<file path="src/rtl/execute_muldiv_unit_pkg.sv">
// Shared definitions for the execute stage and its iterative multiply/divide datapath:
// ALU_Operation encodings, 6-bit ALU control codes, M-extension funct3 codes, FSM states,
// and the base-ALU decode function.
package execute_muldiv_unit_pkg;

  // ALU_Operation encodings from decode
  localparam logic [2:0] OP_R   = 3'b000;
  localparam logic [2:0] OP_I   = 3'b001;
  localparam logic [2:0] OP_BR  = 3'b010;
  localparam logic [2:0] OP_JMP = 3'b011;

  localparam logic [6:0] F7_MULDIV = 7'b0000001;
  localparam logic [6:0] F7_ALT    = 7'b0100000;

  // M-extension funct3 codes
  localparam logic [2:0] F3_MUL    = 3'b000;
  localparam logic [2:0] F3_MULH   = 3'b001;
  localparam logic [2:0] F3_MULHSU = 3'b010;
  localparam logic [2:0] F3_MULHU  = 3'b011;
  localparam logic [2:0] F3_DIV    = 3'b100;
  localparam logic [2:0] F3_DIVU   = 3'b101;
  localparam logic [2:0] F3_REM    = 3'b110;
  localparam logic [2:0] F3_REMU   = 3'b111;

  // ALU_Control codes
  localparam logic [5:0] ALU_ADD  = 6'd0;
  localparam logic [5:0] ALU_SUB  = 6'd1;
  localparam logic [5:0] ALU_SLL  = 6'd2;
  localparam logic [5:0] ALU_SLT  = 6'd3;
  localparam logic [5:0] ALU_SLTU = 6'd4;
  localparam logic [5:0] ALU_XOR  = 6'd5;
  localparam logic [5:0] ALU_SRL  = 6'd6;
  localparam logic [5:0] ALU_SRA  = 6'd7;
  localparam logic [5:0] ALU_OR   = 6'd8;
  localparam logic [5:0] ALU_AND  = 6'd9;
  localparam logic [5:0] ALU_BEQ  = 6'd10;
  localparam logic [5:0] ALU_BNE  = 6'd11;
  localparam logic [5:0] ALU_BLT  = 6'd12;
  localparam logic [5:0] ALU_BGE  = 6'd13;
  localparam logic [5:0] ALU_BLTU = 6'd14;
  localparam logic [5:0] ALU_BGEU = 6'd15;
  localparam logic [5:0] ALU_LINK = 6'd16;

  typedef enum logic [1:0] {ST_IDLE, ST_MUL, ST_DIV, ST_DONE} state_e;

  // Base-ALU control decode; SUB only exists for R-type, SRA/SRAI keyed on funct7
  function automatic logic [5:0] alu_decode(input logic [2:0] op, input logic [2:0] f3,
                                            input logic [6:0] f7);
    logic alt;
    alt = (f7 == F7_ALT);
    alu_decode = ALU_ADD;
    case (op)
      OP_R, OP_I: begin
        case (f3)
          3'b000: alu_decode = (op == OP_R && alt) ? ALU_SUB : ALU_ADD;
          3'b001: alu_decode = ALU_SLL;
          3'b010: alu_decode = ALU_SLT;
          3'b011: alu_decode = ALU_SLTU;
          3'b100: alu_decode = ALU_XOR;
          3'b101: alu_decode = alt ? ALU_SRA : ALU_SRL;
          3'b110: alu_decode = ALU_OR;
          3'b111: alu_decode = ALU_AND;
        endcase
      end
      OP_BR: begin
        case (f3)
          3'b000:  alu_decode = ALU_BEQ;
          3'b001:  alu_decode = ALU_BNE;
          3'b100:  alu_decode = ALU_BLT;
          3'b101:  alu_decode = ALU_BGE;
          3'b110:  alu_decode = ALU_BLTU;
          3'b111:  alu_decode = ALU_BGEU;
          default: alu_decode = ALU_ADD;
        endcase
      end
      OP_JMP:  alu_decode = ALU_LINK;
      default: alu_decode = ALU_ADD;
    endcase
  endfunction

endpackage

</file>
<file path="src/rtl/execute_muldiv_unit_muldiv_iterative.sv">
// Iterative radix-2 multiply (shift-add) / divide (restoring) datapath.
// Ports: clk, rst_n; start_i loads operands and sign info from funct3_i/a_i/b_i;
// step_i advances one bit; done_c_o flags the final step in the current cycle and
// result_c_o carries the sign-corrected result of that step.
// Optional macro EXEC_EARLY_TERM_EN: multiply ends once the remaining multiplier bits are 0.
import execute_muldiv_unit_pkg::*;

module execute_muldiv_unit_muldiv_iterative #(
  parameter int unsigned DATA_WIDTH = 32
) (
  input  logic                  clk,
  input  logic                  rst_n,
  input  logic                  start_i,
  input  logic                  step_i,
  input  logic [2:0]            funct3_i,
  input  logic [DATA_WIDTH-1:0] a_i,
  input  logic [DATA_WIDTH-1:0] b_i,
  output logic                  done_c_o,
  output logic [DATA_WIDTH-1:0] result_c_o
);

  localparam int unsigned W  = DATA_WIDTH;
  localparam int unsigned CW = $clog2(DATA_WIDTH);

  // x: multiplier (shifts right) or dividend/quotient (shifts left)
  // y: shifted multiplicand or divisor; acc: product or partial remainder
  logic [2:0]     op_q;
  logic           neg_q, rneg_q;
  logic [2*W-1:0] acc_q, y_q;
  logic [W-1:0]   x_q;
  logic [CW-1:0]  cnt_q;

  logic           sa_c, sb_c, a_neg_c, b_neg_c;
  logic [W-1:0]   ma_c, mb_c;

  // Operand magnitudes according to the signedness of the op
  always_comb begin
    sa_c = 1'b0;
    sb_c = 1'b0;
    case (funct3_i)
      F3_MUL, F3_MULH, F3_DIV, F3_REM: begin sa_c = 1'b1; sb_c = 1'b1; end
      F3_MULHSU:                       sa_c = 1'b1;
      default:                         ;
    endcase
    a_neg_c = sa_c & a_i[W-1];
    b_neg_c = sb_c & b_i[W-1];
    ma_c    = a_neg_c ? -a_i : a_i;
    mb_c    = b_neg_c ? -b_i : b_i;
  end

  logic           is_div_c;
  logic [2*W-1:0] acc_n, y_n, prod_c;
  logic [W-1:0]   x_n, quo_c, rem_c;
  logic [W:0]     r_sh_c, diff_c;

  // One iteration step plus final sign correction / half select
  always_comb begin
    is_div_c = op_q[2];
    r_sh_c   = {acc_q[W-1:0], x_q[W-1]};
    diff_c   = r_sh_c - {1'b0, y_q[W-1:0]};
    if (is_div_c) begin
      // diff_c[W] set means the trial subtraction went negative: restore
      acc_n = {{W{1'b0}}, diff_c[W] ? r_sh_c[W-1:0] : diff_c[W-1:0]};
      x_n   = {x_q[W-2:0], ~diff_c[W]};
      y_n   = y_q;
    end else begin
      acc_n = x_q[0] ? acc_q + y_q : acc_q;
      x_n   = x_q >> 1;
      y_n   = y_q << 1;
    end
    prod_c = neg_q ? -acc_n : acc_n;
    quo_c  = neg_q ? -x_n : x_n;
    rem_c  = rneg_q ? -acc_n[W-1:0] : acc_n[W-1:0];
    if (is_div_c) result_c_o = op_q[1] ? rem_c : quo_c;
    else          result_c_o = (op_q[1:0] == 2'b00) ? prod_c[W-1:0] : prod_c[2*W-1:W];
    done_c_o = (cnt_q == CW'(W-1));
`ifdef EXEC_EARLY_TERM_EN
    if (!is_div_c && x_n == '0) done_c_o = 1'b1;
`endif
  end

  always_ff @(posedge clk or negedge rst_n) begin
    if (!rst_n) begin
      op_q   <= '0;
      neg_q  <= 1'b0;
      rneg_q <= 1'b0;
      acc_q  <= '0;
      y_q    <= '0;
      x_q    <= '0;
      cnt_q  <= '0;
    end else if (start_i) begin
      op_q   <= funct3_i;
      neg_q  <= a_neg_c ^ b_neg_c;
      rneg_q <= a_neg_c;
      acc_q  <= '0;
      cnt_q  <= '0;
      if (funct3_i[2]) begin
        x_q <= ma_c;
        y_q <= {{W{1'b0}}, mb_c};
      end else begin
        x_q <= mb_c;
        y_q <= {{W{1'b0}}, ma_c};
      end
    end else if (step_i) begin
      acc_q <= acc_n;
      x_q   <= x_n;
      y_q   <= y_n;
      cnt_q <= cnt_q + CW'(1);
    end
  end

endmodule

</file>
<file path="src/rtl/execute_muldiv_unit.sv">
// Execute stage: base ALU, branch compare, JALR target and RV32M multiply/divide with
// valid/ready handshakes. Holds the FSM (IDLE/MUL/DIV/DONE), handshake and output registers.
// Ports: clock, reset (async active-low), flush; in_valid/in_ready with ALU_Operation, funct3,
// funct7, PC, ALU_ASrc, ALU_BSrc, branch_op, regRead_1/2, extend; out_valid/out_ready with
// ALU_result, zero, branch, JALR_target; busy.
// Optional macro EXEC_EARLY_TERM_EN: early-terminating multiply (results unchanged).
import execute_muldiv_unit_pkg::*;

module execute_muldiv_unit #(
  parameter int unsigned CORE         = 0,
  parameter int unsigned DATA_WIDTH   = 32,
  parameter int unsigned ADDRESS_BITS = 20
) (
  input  logic                    clock,
  input  logic                    reset,
  input  logic                    flush,
  input  logic                    in_valid,
  output logic                    in_ready,
  input  logic [2:0]              ALU_Operation,
  input  logic [2:0]              funct3,
  input  logic [6:0]              funct7,
  input  logic [ADDRESS_BITS-1:0] PC,
  input  logic [1:0]              ALU_ASrc,
  input  logic                    ALU_BSrc,
  input  logic                    branch_op,
  input  logic [DATA_WIDTH-1:0]   regRead_1,
  input  logic [DATA_WIDTH-1:0]   regRead_2,
  input  logic [DATA_WIDTH-1:0]   extend,
  output logic                    out_valid,
  input  logic                    out_ready,
  output logic [DATA_WIDTH-1:0]   ALU_result,
  output logic                    zero,
  output logic                    branch,
  output logic [ADDRESS_BITS-1:0] JALR_target,
  output logic                    busy
);

  localparam int unsigned W   = DATA_WIDTH;
  localparam int unsigned SHW = $clog2(DATA_WIDTH);
  localparam logic [W-1:0] MIN_VAL = {1'b1, {(W-1){1'b0}}};

  // CORE only labels reports; referenced here so it is not flagged as dangling
  logic unused_core_c;
  assign unused_core_c = (CORE != 0);

  state_e                  state_q, state_d;
  logic [W-1:0]            result_q, result_d;
  logic                    zero_q, zero_d, branch_q, branch_d;
  logic [ADDRESS_BITS-1:0] jalr_q, jalr_d;
  logic                    out_valid_q, busy_q, in_ready_q;

  logic [W-1:0]            op_a_c, op_b_c, alu_c, special_c, md_result_c;
  logic [5:0]              ctrl_c;
  logic                    cmp_c, md_done_c, md_start_c, md_step_c;
  logic                    is_m_c, is_div_c, div_zero_c, div_ovf_c;
  logic [ADDRESS_BITS-1:0] jalr_sum_c, jalr_c;
  logic [SHW-1:0]          shamt_c;

  // Operand selection and base ALU
  always_comb begin
    case (ALU_ASrc)
      2'b01:   op_a_c = W'(PC);
      2'b10:   op_a_c = W'(PC) + W'(4);
      default: op_a_c = regRead_1;
    endcase
    op_b_c  = ALU_BSrc ? extend : regRead_2;
    shamt_c = op_b_c[SHW-1:0];
    ctrl_c  = alu_decode(ALU_Operation, funct3, funct7);
    cmp_c   = 1'b0;
    alu_c   = op_a_c + op_b_c;
    case (ctrl_c)
      ALU_SUB:  alu_c = op_a_c - op_b_c;
      ALU_SLL:  alu_c = op_a_c << shamt_c;
      ALU_SLT:  alu_c = W'($signed(op_a_c) < $signed(op_b_c));
      ALU_SLTU: alu_c = W'(op_a_c < op_b_c);
      ALU_XOR:  alu_c = op_a_c ^ op_b_c;
      ALU_SRL:  alu_c = op_a_c >> shamt_c;
      ALU_SRA:  alu_c = $unsigned($signed(op_a_c) >>> shamt_c);
      ALU_OR:   alu_c = op_a_c | op_b_c;
      ALU_AND:  alu_c = op_a_c & op_b_c;
      ALU_BEQ:  begin cmp_c = (op_a_c == op_b_c);                   alu_c = W'(cmp_c); end
      ALU_BNE:  begin cmp_c = (op_a_c != op_b_c);                   alu_c = W'(cmp_c); end
      ALU_BLT:  begin cmp_c = ($signed(op_a_c) < $signed(op_b_c));  alu_c = W'(cmp_c); end
      ALU_BGE:  begin cmp_c = ($signed(op_a_c) >= $signed(op_b_c)); alu_c = W'(cmp_c); end
      ALU_BLTU: begin cmp_c = (op_a_c < op_b_c);                    alu_c = W'(cmp_c); end
      ALU_BGEU: begin cmp_c = (op_a_c >= op_b_c);                   alu_c = W'(cmp_c); end
      ALU_LINK: alu_c = W'(PC) + W'(4);
      default:  ;
    endcase
  end

  assign jalr_sum_c = ADDRESS_BITS'(regRead_1 + extend);
  assign jalr_c     = {jalr_sum_c[ADDRESS_BITS-1:1], 1'b0};

  // M-op classification; divide-by-zero and MIN/-1 bypass the iterative datapath
  assign is_m_c     = (ALU_Operation == OP_R) && (funct7 == F7_MULDIV);
  assign is_div_c   = funct3[2];
  assign div_zero_c = (op_b_c == '0);
  assign div_ovf_c  = ~funct3[0] && (op_a_c == MIN_VAL) && (op_b_c == '1);
  assign special_c  = div_zero_c ? (funct3[1] ? op_a_c : '1) : (funct3[1] ? '0 : MIN_VAL);

  execute_muldiv_unit_muldiv_iterative #(.DATA_WIDTH(DATA_WIDTH)) u_md (
    .clk       (clock),
    .rst_n     (reset),
    .start_i   (md_start_c),
    .step_i    (md_step_c),
    .funct3_i  (funct3),
    .a_i       (op_a_c),
    .b_i       (op_b_c),
    .done_c_o  (md_done_c),
    .result_c_o(md_result_c)
  );

  // Next state and result register updates; flush overrides everything
  always_comb begin
    state_d    = state_q;
    result_d   = result_q;
    zero_d     = zero_q;
    branch_d   = branch_q;
    jalr_d     = jalr_q;
    md_start_c = 1'b0;
    md_step_c  = 1'b0;
    if (flush) begin
      state_d = ST_IDLE;
    end else begin
      case (state_q)
        ST_IDLE: begin
          if (in_valid) begin
            jalr_d = jalr_c;
            if (is_m_c) begin
              if (is_div_c && (div_zero_c || div_ovf_c)) begin
                result_d = special_c;
                zero_d   = (special_c == '0);
                branch_d = 1'b0;
                state_d  = ST_DONE;
              end else begin
                md_start_c = 1'b1;
                state_d    = is_div_c ? ST_DIV : ST_MUL;
              end
            end else begin
              result_d = alu_c;
              zero_d   = (alu_c == '0);
              branch_d = branch_op & cmp_c;
              state_d  = ST_DONE;
            end
          end
        end
        ST_MUL, ST_DIV: begin
          md_step_c = 1'b1;
          if (md_done_c) begin
            result_d = md_result_c;
            zero_d   = (md_result_c == '0);
            branch_d = 1'b0;
            state_d  = ST_DONE;
          end
        end
        ST_DONE: if (out_ready) state_d = ST_IDLE;
        default: state_d = ST_IDLE;
      endcase
    end
  end

  always_ff @(posedge clock or negedge reset) begin
    if (!reset) begin
      state_q     <= ST_IDLE;
      result_q    <= '0;
      zero_q      <= 1'b0;
      branch_q    <= 1'b0;
      jalr_q      <= '0;
      out_valid_q <= 1'b0;
      busy_q      <= 1'b0;
      in_ready_q  <= 1'b1;
    end else begin
      state_q     <= state_d;
      result_q    <= result_d;
      zero_q      <= zero_d;
      branch_q    <= branch_d;
      jalr_q      <= jalr_d;
      out_valid_q <= (state_d == ST_DONE);
      busy_q      <= (state_d != ST_IDLE);
      in_ready_q  <= (state_d == ST_IDLE);
    end
  end

  assign in_ready    = in_ready_q;
  assign out_valid   = out_valid_q;
  assign busy        = busy_q;
  assign ALU_result  = result_q;
  assign zero        = zero_q;
  assign branch      = branch_q;
  assign JALR_target = jalr_q;

endmodule

</file>
<file path="config.mk">
export PLATFORM = sky130hd
export DESIGN_NAME = execute_muldiv_unit
export DESIGN_NICKNAME = d
export VERILOG_FILES = /design/src/rtl/execute_muldiv_unit_pkg.sv /design/src/rtl/execute_muldiv_unit_muldiv_iterative.sv /design/src/rtl/execute_muldiv_unit.sv
export SDC_FILE = /design/constraint.sdc
export NUM_CORES = 2
export LEC_CHECK = 0
export BUFFER_PORTS_ARGS = -buffer_cell sky130_fd_sc_hd__buf_2
export CORE_MARGIN = 5
export CORE_UTILIZATION = 33
export CTS_CLUSTER_SIZE = 28
export DETAILED_ROUTE_END_ITERATION = 10
export GPL_TIMING_DRIVEN = 0
export SYNTH_ARGS = -nofsm -noshare
export SYNTH_HDL_FRONTEND = slang
export SYNTH_SLANG_ARGS = --single-unit
</file>
<file path="constraint.sdc">
create_clock -name clock -period 6.7 [get_ports clock]
set_input_delay 1.34 -clock clock [delete_from_list [all_inputs] [get_ports clock]]
set_output_delay 1.34 -clock clock [all_outputs]
set_load 0.01 [all_outputs]
</file>
After elaboration in Yosys (flattened, before gate mapping)
Index checks and enable logic that the tools add are counted.

Bits in registers: 228.

Equality and inequality tests: 43. Shift operators: 3. Mux-type cells: 67. $add $sub $neg: 12. Magnitude comparators: 4. Bitwise operators: 10. Reductions and logical operators: 27.

Operators by type and width (number): 2-to-1 mux 32 bit (21); 2-to-1 mux 64 bit (8); one-hot mux 32 bit (14 select lines) (1); zero test 32 bit (4); negation 32 bit (4); one-hot mux 32 bit (2 select lines) (2); adder 64 bit (1); equality test 32 bit, second input constant (2); greater-or-equal comparator 32 bit (2); < comparator 32 bit (2); negation 64 bit (1); equality test 6 x 4 -> 1 bit, second input constant (8); one-hot mux 6 bit (8 select lines) (1); subtractor 33 x 32 -> 33 bit (1); adder 32 bit (1); AND 32 bit (1); equality test 32 bit (1); != test 32 bit (1); OR 32 bit (1); left shift 32 x 5 -> 32 bit (1); >> shifter 32 x 5 -> 32 bit (1); >>> shifter 32 x 5 -> 32 bit (1); subtractor 32 bit (1); bitwise XOR 32 bit (1); other kinds (39) (98).

Depth between registers and ports, before layout
Depth in word-level cells: 14. Gate-level depth with buffers: 28.

Cells and area by module
From an unflattened synthesis, not the netlist that was laid out.

Cells, all modules: 5349. Area, all modules: 37851.3 µm².

By module, submodules not included: execute_muldiv_unit_muldiv_iterative (instances 1, area an instance 21575.7 µm², cells an instance 2976, seq. area each 4254.1 µm²); execute_muldiv_unit (instances 1, area an instance 16275.6 µm², cells an instance 2373, seq. area each 1452.6 µm²).

Worst setup path after synthesis
Ideal clock, no wire load.

Path kind: input -> register. Start point: in ALU_BSrc. End point: reg zero_q (netlist: zero). Stages: 26. Data arrival time: 7.300 ns. Path buffers: 7. Setup slack: -0.695 ns. Cell sequence: clkbuf_1 -> buf_1 -> mux2i_1 -> clkbuf_1 -> buf_1 -> clkbuf_1 -> buf_1 -> ha_1 -> clkbuf_1 -> nor2b_1 -> o21ai_0 -> a21boi_0 -> o21ai_0 -> a21oi_1 -> o31a_1 -> a211oi_1 -> nor2_1 -> o31ai_1 -> a221oi_1 -> xnor2_1 -> a211oi_1 -> nand4_1 -> or4_1 -> nor3_1 -> a21oi_1 -> o31ai_1.

Cells in the longest elaborated chain, start to end: 8. Elaborated cells on any way between the ends: 30. Classes of those cells: add/sub (2); order compare (4); eq/ne (4); shift (3); mux (7); bitwise (3); reduce/logical (7).

RTL lines: from (decl) (RTL line execute_muldiv_unit.sv:24) `input logic ALU_BSrc,`; 2-to-1 mux 32 bit (*) (RTL line execute_muldiv_unit.sv:66) `op_b_c = ALU_BSrc ? extend : regRead_2;`; parallel branches: the longest is 7 deep, another holds adder 32 bit; to (signal assigned) (RTL line execute_muldiv_unit.sv:176) `zero_q <= zero_d;`; to (decl) (RTL line execute_muldiv_unit.sv:48) `logic zero_q, zero_d, branch_q, branch_d;`.

Every way passes the cells marked *. The select of a mux whose other input is x is not followed. A chain may end at the register's enable or synchronous reset.

Worst setup path after layout
Same ends and word-level chain as after synthesis.

==> results.md <==
- The number of global-route vias before repair is 44000.
- The endpoint identified for the worst register-to-register timing path is zero.
- For this run, the detailed router's first-pass iteration total came to 8.
- In this run the number of H-tree levels came out at 2.
- The run finished, with violations left.
- The boundary pin count is 195.
- The final reports fail on capacitance limit, setup timing.
- The worst setup path startpoint is ALU_BSrc.
- The die area is 114000 sq um.
- The fraction of layout instances using a drive strength above 1 is 13.5%.
- The number of rows in the core area is 120.
- The clock net in this run drives a total of 228 sinks.
- In this run, synthesis produced a sequential element count of 228.
- The area taken by flip-flops and latches is 5710 sq um.
- The end point of the critical path is zero.
- The wire length reported by the detailed router is 256000 um.
- Summed over all nets, the half-perimeter wirelength after detailed placement is 206000 um.
- The count of flip-flops with a built-in enable after synthesis is 0.
- In this run, post-CTS hold repair placed 0 buffers.
- The height of the chip is 338 um.
- The number of antenna violations at the first check in global routing is 7.
- The final period demand of the worst path is 6.93 ns.
- After floorplanning, the core was sized to cover 107000 sq um.
- In the final routed layout, each cell accounts on average for 37.3 um.
- The maximum clock path buffer count is 3.
- In this run the static leakage power is 17.2 nW.
- STA classifies the critical path startpoint as a primary input.
- The worst setup path category is primary input to flip-flop.
- Setup violations remaining at the end of the flow were counted as 36.
- The worst pin sits at a relative slew slack of 0.613%.
- Sorting the synthesized cells by area gives the leading types as sky130_fd_sc_hd__dfrtp_1 16%, sky130_fd_sc_hd__ha_1 7.9%, sky130_fd_sc_hd__a21oi_1 6.5%.
- The relative area change from synthesis to final layout is 17.8%.
- Among all flip-flop cells after synthesis, the most frequent one is sky130_fd_sc_hd__dfrtp_1.
- During synthesis, Yosys emitted a total of 0 warnings.
- The number of nets produced by synthesis is 5490.
- The clock reaches the later pin of the worst-skew pair after 0.64 ns.
- Entering global routing, the biggest net connects 111 pins.
- At the worst endpoint, the required time is 7.24 ns.
- The post-synthesis cell type with the largest combined area is sky130_fd_sc_hd__dfrtp_1.
- For this run, asynchronously set or reset flops after synthesis account for 100%.
- The total of max-cap violations is 1.
- The number of distinct library cells after synthesis is 108.
- The data arrival time of the critical path is 7.47 ns.
- After synthesis, flip-flops and latches occupy 16.1% of the total area.
- For this configuration, the core starts out at a cell density of 33.2%.
- The CTS tree is done.
- The setup slack of the most critical reg-to-reg path is -0.15 ns.
- The number of fill cells is 11500.
- The total overflow left after global routing is 0.
- The minimum setup slack after placement is -4.51 ns.
- The path class of the lowest-slack min-delay path is flip-flop to flip-flop.
- Total power for the finished layout comes to 14.7 mW.
- The post-route antenna net violation count is 0.
- The cell sitting at the root of the clock tree is a sky130_fd_sc_hd__clkbuf_16.
- The number of DRC violations after detailed routing is 0.
- Across all setup checks in the final design, the least slack found is -0.230 ns.
- TritonCTS created 34 clock buffers.
- In this run the biggest area consumer among cell types represents 16.0% of the synthesized area.
- The combined global-route utilization of all metal layers is 43.0%.
- In this run the critical register-to-register path is launched from u_md.op_q[2].
- The vias per cell is 6.74.
- At the pin with the least slew margin, the transition time is 1.48 ns.
- The largest clock skew in the final design is 0.0535 ns.
- During placement, the flow inserted port buffers numbering 190.
- The worst-case IR drop observed on VDD is 0.203 mV.
- The total via count after detailed routing is 46100.
- Setup repair after global routing could not meet its margin everywhere.
- For this block, the initial DRC count from the detailed router was 5808.
- The biggest fanout along the worst timing path is 10.
- The worst setup path is captured at a flip-flop.
- Static timing analysis puts the maximum clock frequency at 0.144 GHz.
- The areal power density over the cells is 354 nW/um^2.
- The hold violation total from the final report is 0.
- The final layout net count is 5778.
- The die is 338 um wide.
- The post-synthesis instance total is 5123.
- The worst path uses 103% of the clock period.
- The first global-routing pass estimated 348000 um of wire.
- A synthesized cell averages 6.91 sq um.
- The count of pins over their slew limit was 0.
- Routability-driven placement finished with a final weighted congestion of 1.08.
- The path depth of the worst reg2reg path is 17.
- The area used by multi-input combinational logic is 28900 sq um.
- The mapped cell area is 35400 sq um.
- The clock transition at the registers of the reported paths is 0.07 ns.
==> critical path, stage by stage <==
cell and delay (ns):
sky130_fd_sc_hd__clkbuf_4 0.20, sky130_fd_sc_hd__buf_12 0.18, sky130_fd_sc_hd__mux2i_4 0.32, sky130_fd_sc_hd__buf_8 0.22, sky130_fd_sc_hd__clkbuf_1 0.61, sky130_fd_sc_hd__clkbuf_1 0.63
sky130_fd_sc_hd__o211ai_1 0.16, sky130_fd_sc_hd__o21a_1 0.23, sky130_fd_sc_hd__a21oi_2 0.56, sky130_fd_sc_hd__nor2_1 0.14, sky130_fd_sc_hd__a211oi_2 0.59, sky130_fd_sc_hd__o2111ai_1 0.21
sky130_fd_sc_hd__o21ai_2 0.24, sky130_fd_sc_hd__o21ai_0 0.41, sky130_fd_sc_hd__nor4_1 0.38, sky130_fd_sc_hd__nand4_1 0.13, sky130_fd_sc_hd__or4_1 0.48, sky130_fd_sc_hd__nor3_2 0.19
sky130_fd_sc_hd__a21oi_1 0.11, sky130_fd_sc_hd__o31ai_2 0.08
==> metrics by stage <==
stage / cell area (sq um) / hold slack (ns) / setup TNS (ns) / cells / util (%)
finish: 41700 / 0.475 / -1.72 / 6847 / 39.1
CTS: 41100 / 0.478 / -0.0502 / 6820 / 38.5
detailed placement: 38400 / 0.462 / -675.23 / 6730 / 36.0
global route: 41700 / 0.503 / -0.170 / 6841 / 39.1
global placement: 38100 / 0.459 / -755.71 / 6716 / 35.7
floorplan: 35400 / 0.462 / 0 / 5123 / -
==> worst min path at each step <==
stage,startpoint,to,slack [ns],cells after the start
3_3_place_gp,ALU_result[10],ALU_result[10],0.46,1
4_1_cts,ALU_result[23],ALU_result[23],0.48,1
5_1_grt,branch,branch,0.50,2
2_1_floorplan,u_md.op_q[0],u_md.op_q[0],0.46,2
3_5_place_dp,ALU_result[10],ALU_result[10],0.46,1
6_report,JALR_target[19],JALR_target[19],0.47,2
==> cells in the mapped netlist, types with 36 or more instances <==
cell,n
sky130_fd_sc_hd__o211ai_1,101
sky130_fd_sc_hd__nand3_1,138
sky130_fd_sc_hd__nand2_1,600
sky130_fd_sc_hd__or3_1,59
sky130_fd_sc_hd__o21ai_0,385
sky130_fd_sc_hd__and3_1,44
sky130_fd_sc_hd__nor3_1,138
sky130_fd_sc_hd__mux2i_1,110
sky130_fd_sc_hd__o31ai_1,71
sky130_fd_sc_hd__a21oi_1,457
sky130_fd_sc_hd__a221o_1,38
sky130_fd_sc_hd__nor2_1,521
sky130_fd_sc_hd__a21o_1,80
sky130_fd_sc_hd__inv_1,192
sky130_fd_sc_hd__xor2_1,64
sky130_fd_sc_hd__a211oi_1,168
sky130_fd_sc_hd__nand2b_1,41
sky130_fd_sc_hd__nor4_1,45
sky130_fd_sc_hd__nand4_1,69
sky130_fd_sc_hd__buf_1,39
sky130_fd_sc_hd__a22o_1,36
sky130_fd_sc_hd__ha_1,224
sky130_fd_sc_hd__clkbuf_1,305
sky130_fd_sc_hd__dfrtp_1,227
sky130_fd_sc_hd__o22ai_1,55
sky130_fd_sc_hd__a31oi_1,100
sky130_fd_sc_hd__xnor2_1,152
==> layer usage <==
metal  global-route usage, %  share of wire, %
met5                       0            0.0051
met4                    40.5                12
met3                    8.07               7.9
met2                    69.4                44
met1                    47.6                36
==> repair_timing <==
item                       in CTS  in global routing
setup endpoints to repair     208                111
setup buffers                  41                 24
resized for setup             343                125
pin swaps                      34                 30
==> state kept, by name, indices dropped and copies added, names as in the netlist <==
register and cells:
ALU_result 32, JALR_target 19, branch 1, busy 1
in_ready 1, out_valid 1, state_q 2, u_md.acc_q 64
u_md.cnt_q 5, u_md.neg_q 1, u_md.op_q 3, u_md.rneg_q 1
u_md.x_q 32, u_md.y_q 64, zero 1
==> power by group <==
group	switching, mW	internal [mW]	total [mW]
combinational	7.17	3.18	10.3
sequential	0.562	1.80	2.36
clock	0.827	1.22	2.05
total	8.56	6.19	14.7
==> area by class of cell <==
type,instances,share of cell area (%)
antenna,7,0.0420
buffer,343,4.07
clock buffer,43,2.32
clock inverter,19,0.597
inverter,197,1.78
multi-input combinational,4337,69.4
sequential,228,13.7
tap,1403,4.21
timing repair buffer,270,3.95
==> logic make-up (layout without fill, tap and decap cells) <==
logic type      after synthesis  in the layout  share of synthesized area (%)
buf+inv                     558            872                           6.03
other cells                   1              8                         0.0106
flops                       228            228                           16.1
simple gates               1848           1848                           24.5
mux                         135            135                           4.03
fa+ha+maj                   229            229                           8.20
xor+xnor                    216            216                           5.34
compound gates             1908           1908                           35.7
==> placed cells by master, fill, tap and decap left out, types with 27 or more instances in the layout <==
cell type                   count
sky130_fd_sc_hd__a211oi_1     152
sky130_fd_sc_hd__a21o_1        80
sky130_fd_sc_hd__a21oi_1      441
sky130_fd_sc_hd__a221o_1       38
sky130_fd_sc_hd__a22o_1        36
sky130_fd_sc_hd__a31oi_1       88
sky130_fd_sc_hd__and2_1        34
sky130_fd_sc_hd__and3_1        41
sky130_fd_sc_hd__buf_2        204
sky130_fd_sc_hd__buf_4         81
sky130_fd_sc_hd__clkbuf_1     223
sky130_fd_sc_hd__clkbuf_16     35
sky130_fd_sc_hd__clkbuf_2      28
sky130_fd_sc_hd__dfrtp_1      227
sky130_fd_sc_hd__ha_1         207
sky130_fd_sc_hd__inv_1        188
sky130_fd_sc_hd__mux2i_1       87
sky130_fd_sc_hd__nand2_1      591
sky130_fd_sc_hd__nand2b_1      41
sky130_fd_sc_hd__nand3_1      132
sky130_fd_sc_hd__nand4_1       69
sky130_fd_sc_hd__nor2_1       515
sky130_fd_sc_hd__nor2b_1       29
sky130_fd_sc_hd__nor3_1       130
sky130_fd_sc_hd__nor4_1        36
sky130_fd_sc_hd__o211ai_1     101
sky130_fd_sc_hd__o21a_1        35
sky130_fd_sc_hd__o21ai_0      366
sky130_fd_sc_hd__o21bai_1      27
sky130_fd_sc_hd__o22ai_1       52
sky130_fd_sc_hd__o31ai_1       62
sky130_fd_sc_hd__or3_1         59
sky130_fd_sc_hd__xnor2_1      150
sky130_fd_sc_hd__xor2_1        63
(Power assumes the default switching activity.)
